<file path="config.mk">
export PLATFORM = sky130hd
export DESIGN_NAME = ov7670_capture_flat
export DESIGN_NICKNAME = d
export VERILOG_FILES = /design/src/rtl/cam_pkg.sv /design/src/rtl/ov7670_capture_if.sv /design/src/rtl/cam_input_sync.sv /design/src/rtl/ov7670_capture.sv /design/src/flat_wrapper.sv
export SDC_FILE = /design/constraint.sdc
export NUM_CORES = 1
export LEC_CHECK = 0
export CAP_MARGIN = 20
export CORE_MARGIN = 2
export CORE_UTILIZATION = 40
export DETAILED_ROUTE_END_ITERATION = 10
export PLACE_DENSITY = 0.66
export SYNTH_ARGS = -nofsm -noshare
export SYNTH_HDL_FRONTEND = slang
export SYNTH_SLANG_ARGS = --single-unit
</file>
<file path="constraint.sdc">
create_clock -name pclk -period 2 [get_ports pclk]
set_input_delay 0.5 -clock pclk [delete_from_list [all_inputs] [get_ports pclk]]
set_output_delay 0.5 -clock pclk [all_outputs]
set_load 0.05 [all_outputs]
</file>
<file path="src/rtl/cam_pkg.sv">
// Shared definitions for the camera capture path and the VGA scan-out side.
// Holds the frame geometry, the frame buffer address width, the capture
// state encoding and the RGB444 word layout stored in the frame buffer.
package cam_pkg;

  localparam int H_PIXELS     = 320;
  localparam int V_LINES      = 240;
  localparam int FRAME_PIXELS = H_PIXELS * V_LINES;
  localparam int ADDR_W       = 17;

  typedef enum logic [1:0] {
    IDLE,
    ARM,
    CAPTURE
  } cap_state_t;

  // Frame buffer word: top nibble unused, then R, G, B.
  typedef struct packed {
    logic [3:0] pad;
    logic [3:0] r;
    logic [3:0] g;
    logic [3:0] b;
  } rgb444_t;

  // hi carries R (low nibble of the first camera byte); lo is the second
  // byte, {G, B}.
  function automatic rgb444_t pack_rgb444(input logic [3:0] hi, input logic [7:0] lo);
    rgb444_t px;
    px.pad = 4'h0;
    px.r   = hi;
    px.g   = lo[7:4];
    px.b   = lo[3:0];
    return px;
  endfunction

endpackage

</file>
<file path="src/rtl/ov7670_capture_if.sv">
// Frame buffer write bus plus per-frame status.
//   frame_addr  : write address
//   frame_pixel : write data, RGB444 layout
//   frame_we    : write strobe, one cycle per pixel
//   frame_done  : one-cycle pulse at end of a captured frame
//   frame_err   : valid with frame_done, held until the next one
// master = capture side, slave = frame buffer / status consumer.
interface ov7670_capture_if #(
  parameter int ADDR_W = 17
);

  logic [ADDR_W-1:0] frame_addr;
  cam_pkg::rgb444_t  frame_pixel;
  logic              frame_we;
  logic              frame_done;
  logic              frame_err;

  modport master (
    output frame_addr,
    output frame_pixel,
    output frame_we,
    output frame_done,
    output frame_err
  );

  modport slave (
    input frame_addr,
    input frame_pixel,
    input frame_we,
    input frame_done,
    input frame_err
  );

endinterface

</file>
<file path="src/rtl/cam_input_sync.sv">
// Registers the OV7670 parallel bus once and detects vsync edges.
//   pclk, resetn        : clock, async active-low reset
//   cam_vsync/href/d    : raw camera pins
//   vs1, hr1, d1        : pins registered once
//   fs                  : registered pulse, vsync fell (frame start)
//   fe                  : registered pulse, vsync rose (frame end)
module cam_input_sync (
  input  logic       pclk,
  input  logic       resetn,
  input  logic       cam_vsync,
  input  logic       cam_href,
  input  logic [7:0] cam_d,
  output logic       vs1,
  output logic       hr1,
  output logic [7:0] d1,
  output logic       fs,
  output logic       fe
);

  logic vs2;

  always_ff @(posedge pclk or negedge resetn) begin
    if (!resetn) begin
      vs1 <= 1'b0;
      vs2 <= 1'b0;
      hr1 <= 1'b0;
      d1  <= 8'h00;
      fs  <= 1'b0;
      fe  <= 1'b0;
    end else begin
      vs1 <= cam_vsync;
      vs2 <= vs1;
      hr1 <= cam_href;
      d1  <= cam_d;
      fs  <= vs2 & ~vs1;
      fe  <= ~vs2 & vs1;
    end
  end

endmodule

</file>
<file path="src/rtl/ov7670_capture.sv">
// OV7670 RGB444 capture into a linear QVGA frame buffer.
//   pclk, resetn   : camera pixel clock, async active-low reset
//   cam_vsync/href : camera sync pins
//   cam_d          : camera data bus
//   capture_en     : capture whole frames while high
//   fb             : frame buffer write bus and frame status (master)
//   capturing      : high while in CAPTURE
//
// state   | meaning
// IDLE    | capture disabled
// ARM     | enabled, waiting for the next frame start
// CAPTURE | assembling pixels of the current frame until frame end
module ov7670_capture #(
  parameter int H_PIXELS = cam_pkg::H_PIXELS,
  parameter int V_LINES  = cam_pkg::V_LINES,
  parameter int ADDR_W   = cam_pkg::ADDR_W
) (
  input  logic                      pclk,
  input  logic                      resetn,
  input  logic                      cam_vsync,
  input  logic                      cam_href,
  input  logic [7:0]                cam_d,
  input  logic                      capture_en,
  ov7670_capture_if.master          fb,
  output logic                      capturing
);

  import cam_pkg::cap_state_t, cam_pkg::IDLE, cam_pkg::ARM, cam_pkg::CAPTURE;
  import cam_pkg::rgb444_t, cam_pkg::pack_rgb444;

  localparam int                FRAME_N   = H_PIXELS * V_LINES;
  localparam logic [ADDR_W-1:0] FRAME_END = ADDR_W'(FRAME_N);

  logic       vs1, hr1, fs, fe;
  logic [7:0] d1;

  cam_input_sync u_sync (
    .pclk      (pclk),
    .resetn    (resetn),
    .cam_vsync (cam_vsync),
    .cam_href  (cam_href),
    .cam_d     (cam_d),
    .vs1       (vs1),
    .hr1       (hr1),
    .d1        (d1),
    .fs        (fs),
    .fe        (fe)
  );

  cap_state_t        state_q, state_d;
  logic [ADDR_W-1:0] addr_q, addr_d;
  logic              phase_q, phase_d;
  logic [3:0]        hi_q, hi_d;
  logic              err_q, err_d;
  logic [ADDR_W-1:0] waddr_q, waddr_d;
  rgb444_t           wpix_q, wpix_d;
  logic              we_q, we_d;
  logic              done_q, done_d;
  logic              ferr_q, ferr_d;

  always_comb begin
    state_d = state_q;
    addr_d  = addr_q;
    phase_d = phase_q;
    hi_d    = hi_q;
    err_d   = err_q;
    waddr_d = waddr_q;
    wpix_d  = wpix_q;
    we_d    = 1'b0;
    done_d  = 1'b0;
    ferr_d  = ferr_q;

    case (state_q)
      IDLE: begin
        if (capture_en) state_d = ARM;
      end

      ARM: begin
        if (!capture_en) begin
          state_d = IDLE;
        end else if (fs) begin
          state_d = CAPTURE;
          addr_d  = '0;
          phase_d = 1'b0;
          err_d   = 1'b0;
        end
      end

      CAPTURE: begin
        if (!vs1) begin
          if (hr1) begin
            if (!phase_q) begin
              hi_d    = d1[3:0];
              phase_d = 1'b1;
            end else begin
              phase_d = 1'b0;
              if (addr_q == FRAME_END) begin
                err_d = 1'b1;
              end else begin
                we_d    = 1'b1;
                waddr_d = addr_q;
                wpix_d  = pack_rgb444(hi_q, d1);
                addr_d  = addr_q + 1'b1;
              end
            end
          end else if (phase_q) begin
            // line ended on an unpaired byte
            phase_d = 1'b0;
            err_d   = 1'b1;
          end
        end
        // addr_d/err_d already include a pixel completing this cycle
        if (fe) begin
          done_d  = 1'b1;
          ferr_d  = err_d | (addr_d != FRAME_END);
          state_d = capture_en ? ARM : IDLE;
        end
      end

      default: state_d = IDLE;
    endcase
  end

  always_ff @(posedge pclk or negedge resetn) begin
    if (!resetn) begin
      state_q <= IDLE;
      addr_q  <= '0;
      phase_q <= 1'b0;
      hi_q    <= 4'h0;
      err_q   <= 1'b0;
      waddr_q <= '0;
      wpix_q  <= '0;
      we_q    <= 1'b0;
      done_q  <= 1'b0;
      ferr_q  <= 1'b0;
    end else begin
      state_q <= state_d;
      addr_q  <= addr_d;
      phase_q <= phase_d;
      hi_q    <= hi_d;
      err_q   <= err_d;
      waddr_q <= waddr_d;
      wpix_q  <= wpix_d;
      we_q    <= we_d;
      done_q  <= done_d;
      ferr_q  <= ferr_d;
    end
  end

  assign fb.frame_addr  = waddr_q;
  assign fb.frame_pixel = wpix_q;
  assign fb.frame_we    = we_q;
  assign fb.frame_done  = done_q;
  assign fb.frame_err   = ferr_q;
  assign capturing      = (state_q == CAPTURE);

endmodule

</file>
<file path="src/flat_wrapper.sv">
// flat-port wrapper written by rule: the top's interface ports become plain ports
module ov7670_capture_flat import cam_pkg::cap_state_t, cam_pkg::IDLE, cam_pkg::ARM, cam_pkg::CAPTURE; import cam_pkg::rgb444_t, cam_pkg::pack_rgb444;
#(
  parameter int H_PIXELS = cam_pkg::H_PIXELS,
  parameter int V_LINES  = cam_pkg::V_LINES,
  parameter int ADDR_W   = cam_pkg::ADDR_W
)
  (pclk, resetn, cam_vsync, cam_href, cam_d, capture_en, capturing, fb_frame_addr, fb_frame_pixel, fb_frame_we, fb_frame_done, fb_frame_err);
  ov7670_capture_if #(.ADDR_W(ADDR_W)) fb_i ();
  input  logic pclk;
  input  logic resetn;
  input  logic cam_vsync;
  input  logic cam_href;
  input  logic [7:0] cam_d;
  input  logic capture_en;
  output logic capturing;
  output wire logic [$bits(fb_i.frame_addr)-1:0] fb_frame_addr;
  output wire logic [$bits(fb_i.frame_pixel)-1:0] fb_frame_pixel;
  output wire logic [$bits(fb_i.frame_we)-1:0] fb_frame_we;
  output wire logic [$bits(fb_i.frame_done)-1:0] fb_frame_done;
  output wire logic [$bits(fb_i.frame_err)-1:0] fb_frame_err;
  assign fb_frame_addr = fb_i.frame_addr;
  assign fb_frame_pixel = fb_i.frame_pixel;
  assign fb_frame_we = fb_i.frame_we;
  assign fb_frame_done = fb_i.frame_done;
  assign fb_frame_err = fb_i.frame_err;
  ov7670_capture #(.H_PIXELS(H_PIXELS), .V_LINES(V_LINES), .ADDR_W(ADDR_W)) u_core (.pclk(pclk), .resetn(resetn), .cam_vsync(cam_vsync), .cam_href(cam_href), .cam_d(cam_d), .capture_en(capture_en), .fb(fb_i), .capturing(capturing));
endmodule
</file>
==> reports/qor_table.md <==
| Quantity | This run | Unit |
|:---|:---|:---|
| Antenna diode count | 0 | - |
| P_int | 2.67 | mW |
| Gate Count Post-Synth | 328 | - |
| Count of different cell masters after synthesis | 53 | - |
| DP Area | 3950 | um2 |
| Number of top-level pins | 50 | - |
| Routed vias/inst | 5.20 | - |
| Adder-cell share of the synthesized area | 0.00774 | - |
| Pre-antenna DRT Iters | 4 | - |
| Worst Reg-to-Reg Cells | 7 | - |
| Clock latency on the worst-skew pair | 360 | ps |
| Sw Share | 0.345 | - |
| Routed wire per std cell | 14.8 | um |
| Worst-case vdd ir drop | 344 | uV |
| Count of endpoints failing setup in the final report | 0 | - |
| Main synth FF type | dfrtp_1 | - |
| DRT antenna net count | 0 | - |
| Placed cells | 491 | - |
| Port-buffer cells | 45 | - |
| Post-synthesis cell area | 3230 | um2 |
| Ys async rst share | 1.00 | - |
| Critical path start-end classification | register to register | - |
| Yosys synthesis warning count | 0 | - |
| Max stage delay cell, worst path | dfrtp_2 | - |
| Synthesized area divided by synthesized cell count | 9.86 | um2 |
| Cell at the root of the clock tree | clkbuf_8 | - |
| Number of antenna violations at the first check in global routing | 0 | - |
| Num Clock Sinks | 70 | - |
| Kind of capture point of the worst setup path | register | - |
| Placer Congestion | 0.915 | - |
| Simple-gate share of the synthesized area | 0.231 | - |
| Timing-limited maximum frequency | 0.512 | GHz |
| Critical path's largest stage delay | 490 | ps |
| Worst hold path type | input pin to asynchronous set/reset pin | - |
| Status | complete, no violations | - |
| Power Density | 952 | nW/um2 |
| Chip height | 93.9 | um |
| Filler cell count | 722 | - |
| Post-route standard cell area excluding fillers | 4280 | um2 |
| Combinational Power Share | 0.254 | - |
| Core box area | 7770 | um2 |
| Final standard cell count with taps included and fillers excluded | 508 | - |
| Pin count of the biggest net entering global routing | 71 | - |
| Worst r2r dst | u_core.fb.frame_err | - |
| Core Rows | 32 | - |
| Compound-cell area share of the yosys netlist | 0.132 | - |
| Dominant combinational cell family by area after synthesis | simple AND/OR/NAND/NOR gates | - |
| Total number of H-tree levels | 3 | - |
| Horizontal die dimension | 93.9 | um |
| Drt initial violations | 178 | - |
| Number of buffers inserted during clock tree synthesis | 9 | - |
| Vias | 2642 | - |
| Actual transition at the worst max-transition pin | 678 | ps |
| Effective utilization at floorplan | 0.416 | - |
| Cell-by-cell trace of the critical path | nor4b_4 -> nand4_1 -> buf_4 -> o21ai_4 -> nor2_1 -> a32o_1 -> a41oi_2 | - |
| Setup repair after global routing missed its margin | true | - |
| Die Footprint | 8820 | um2 |
| Total DRC errors in the routed layout | 0 | - |
| Share of post-route cells with drive strength above 1 | 0.261 | - |
| Post-detailed-routing wire length | 7500 | um |
| Part of the total power dissipated in the clock network | 0.324 | - |
| Overall track demand over capacity in global routing | 0.184 | - |
| Minimum period implied by the final worst setup slack | 1950 | ps |
| Worst Path Required | 2270 | ps |
| Net switching power | 1.41 | mW |
| Number of max-capacitance violations reported | 0 | - |
| Clock edge transition at the registers on the reported setup and hold paths | 90 | ps |
| Setup slack of the most critical reg-to-reg path | 50 | ps |
| Worst Path Arrival | 2220 | ps |
| Slew headroom | 0.546 | - |
| R2r startpoint | u_core.addr_q[8] | - |
| Final Hold Fails | 0 | - |
| Via count of the first global-routing pass | 2584 | - |
| Area share of xor/xnor cells in the synthesized design | 0.0108 | - |
| Number of synthesized flops with an enable pin | 0 | - |
| Remaining Overflow, GRT | 0 | - |
| Final HPWL from detailed placement | 5350 | um |
| First-pass GRT wire length | 12400 | um |
| Net count, final | 416 | - |
| Reg power frac | 0.422 | - |
| Period utilisation layout | 0.976 | - |
| Cell leakage power | 2.11 | nW |
| Number of flip-flops and latches in the synthesized netlist | 70 | - |
| CTS tree | yes | - |
| Sequential element share of the synthesized area | 0.542 | - |
| Post-Route Skew | 12.7 | ps |
| Area added between synthesis and finish | 32.5 | % |
| Multiplexer share of the synthesized area | 0.0174 | - |
| Final-report max-slew violation count | 0 | - |
| Worst Setup Start Kind | register | - |
| Longest Clk Path Bufs | 2 | - |
| Maximum fanout along the worst path | 4 | - |
## cell usage in the layout, fill, tap and decap left out, drive strengths merged, types with 3 or more instances in the layout
master / instances
xnor2: 3
nand4: 8
buf: 62
nand3: 7
mux2: 5
a21o: 3
a31oi: 7
nand2b: 3
nor2b: 4
a21oi: 8
and3: 3
conb: 4
clkdlybuf4s50: 11
nor4: 5
inv: 8
nand2: 91
nor2: 9
and2: 3
clkbuf: 9
dlygate4sd2: 12
dfrtp: 70
o21ai: 32
o31ai: 5
## worst max-delay path, delay by kind of cell, from the launching register on
kind / cells / cell delay, ps
AO/OA/AOI/OAI: 3 / 600
buffers and inverters: 1 / 200
flip-flops: 1 / 490
AND/OR/NAND/NOR: 3 / 580
## layer usage
| layer | up-vias | share of wire | routed length [um] | GRT usage |
|---|---|---|---|---|
| li1 | 1268 | - | - | - |
| met1 | 1277 | 0.43 | 3210 | 0.227 |
| met2 | 87 | 0.50 | 3710 | 0.310 |
| met3 | 10 | 0.061 | 460 | 0.0449 |
| met4 | 0 | 0.015 | 111 | 0.0737 |
| met5 | - | 0 | 0 | 0 |
## synthesized netlist by cell type (2+ instances only)
cell type	number	area (um2)
a31oi_1	7	43.8
nand3_1	6	30.0
nand4_1	7	43.8
clkbuf_1	6	22.5
nor4_1	3	18.8
buf_2	11	55.1
nand2b_1	3	18.8
ha_1	2	25.0
dfrtp_1	70	1750
buf_6	4	45.0
and3b_1	2	17.5
and2_1	3	18.8
a21oi_1	8	40.0
o31ai_1	5	37.5
a211oi_1	2	15.0
nor2b_1	4	25.0
inv_1	4	15.0
nor2_1	9	33.8
buf_4	6	45.0
nor4_2	2	25.0
nand2_1	90	338
a21o_1	3	22.5
and3_1	3	18.8
o21ai_0	31	155
o21a_1	2	15.0
xnor2_1	3	26.3
mux2_2	5	56.3
nor3b_1	2	15.0
## stage by stage
step | setup slack [ps] | hold slack [ps] | total power [mW] | utilization | TNS (ps)
after floorplan | 66.5 | 204 | 2.40 | - | 0
after detailed placement | -184 | 413 | 2.78 | 0.509 | -1170
after global routing | -31.9 | 172 | 4.27 | 0.552 | -31.9
final | 48.4 | 149 | 4.08 | 0.552 | 0
after global placement | -118 | 403 | 2.77 | 0.509 | -1270
after CTS | 9.25 | 160 | 4.09 | 0.542 | 0
## flip-flops by register name, summed over array words and instances (netlist names)
name / cells
u_core.addr_q: 17
u_core.err_q: 1
u_core.fb.frame_addr: 17
u_core.fb.frame_done: 1
u_core.fb.frame_err: 1
u_core.fb.frame_pixel: 12
u_core.fb.frame_we: 1
u_core.hi_q: 4
u_core.phase_q: 1
u_core.state_q: 2
u_core.u_sync.d1: 8
u_core.u_sync.fe: 1
u_core.u_sync.fs: 1
u_core.u_sync.hr1: 1
u_core.u_sync.vs1: 1
u_core.u_sync.vs2: 1
## power groups by stage
stage	Sequential [mW]	Clock (mW)	Combinational [mW]
after floorplan	2.07	0	0.332
after global placement	1.73	0	1.04
after detailed placement	1.74	0	1.04
after CTS	1.71	1.35	1.03
after global routing	1.75	1.41	1.11
final	1.72	1.32	1.04
## repair_timing
item | CTS | global route
hold buffers | 0 | 0
setup buffers | 0 | 1
gates resized for setup | 20 | 14
pin swaps | 1 | 4
endpoints found under the hold margin | 0 | 0
endpoints found under the setup margin | 34 | 31
## worst max path at each step
stage | from | to | slack, ps
after floorplan | u_core.addr_q[0] | u_core.fb.frame_err | 70
after global placement | u_core.addr_q[0] | u_core.fb.frame_err | -120
after detailed placement | u_core.addr_q[0] | u_core.fb.frame_err | -180
after CTS | u_core.addr_q[0] | u_core.fb.frame_err | 9
after global routing | u_core.addr_q[0] | u_core.fb.frame_err | -30
final | u_core.addr_q[8] | u_core.fb.frame_err | 50
## cell families after synthesis
| group | Yosys count |
|---|---|
| AOI/OAI and AO/OA | 69 |
| and+or+nand+nor | 145 |
| adders and majority gates | 2 |
| muxes | 5 |
| other | 1 |
| DFF | 70 |
| xor gates and xnor gates | 4 |
| buffers and inverters | 32 |
## cell type report
type | instances | area (um2) | share of cell area
inverter | 5 | 21.3 | 0.00496
timing repair buffer | 86 | 741 | 0.173
clock buffer | 9 | 124 | 0.0289
tap | 102 | 128 | 0.0298
clock inverter | 7 | 104 | 0.0242
sequential | 70 | 1750 | 0.409
multi-input combinational | 229 | 1410 | 0.330
Power figures use the tool's default switching activity.
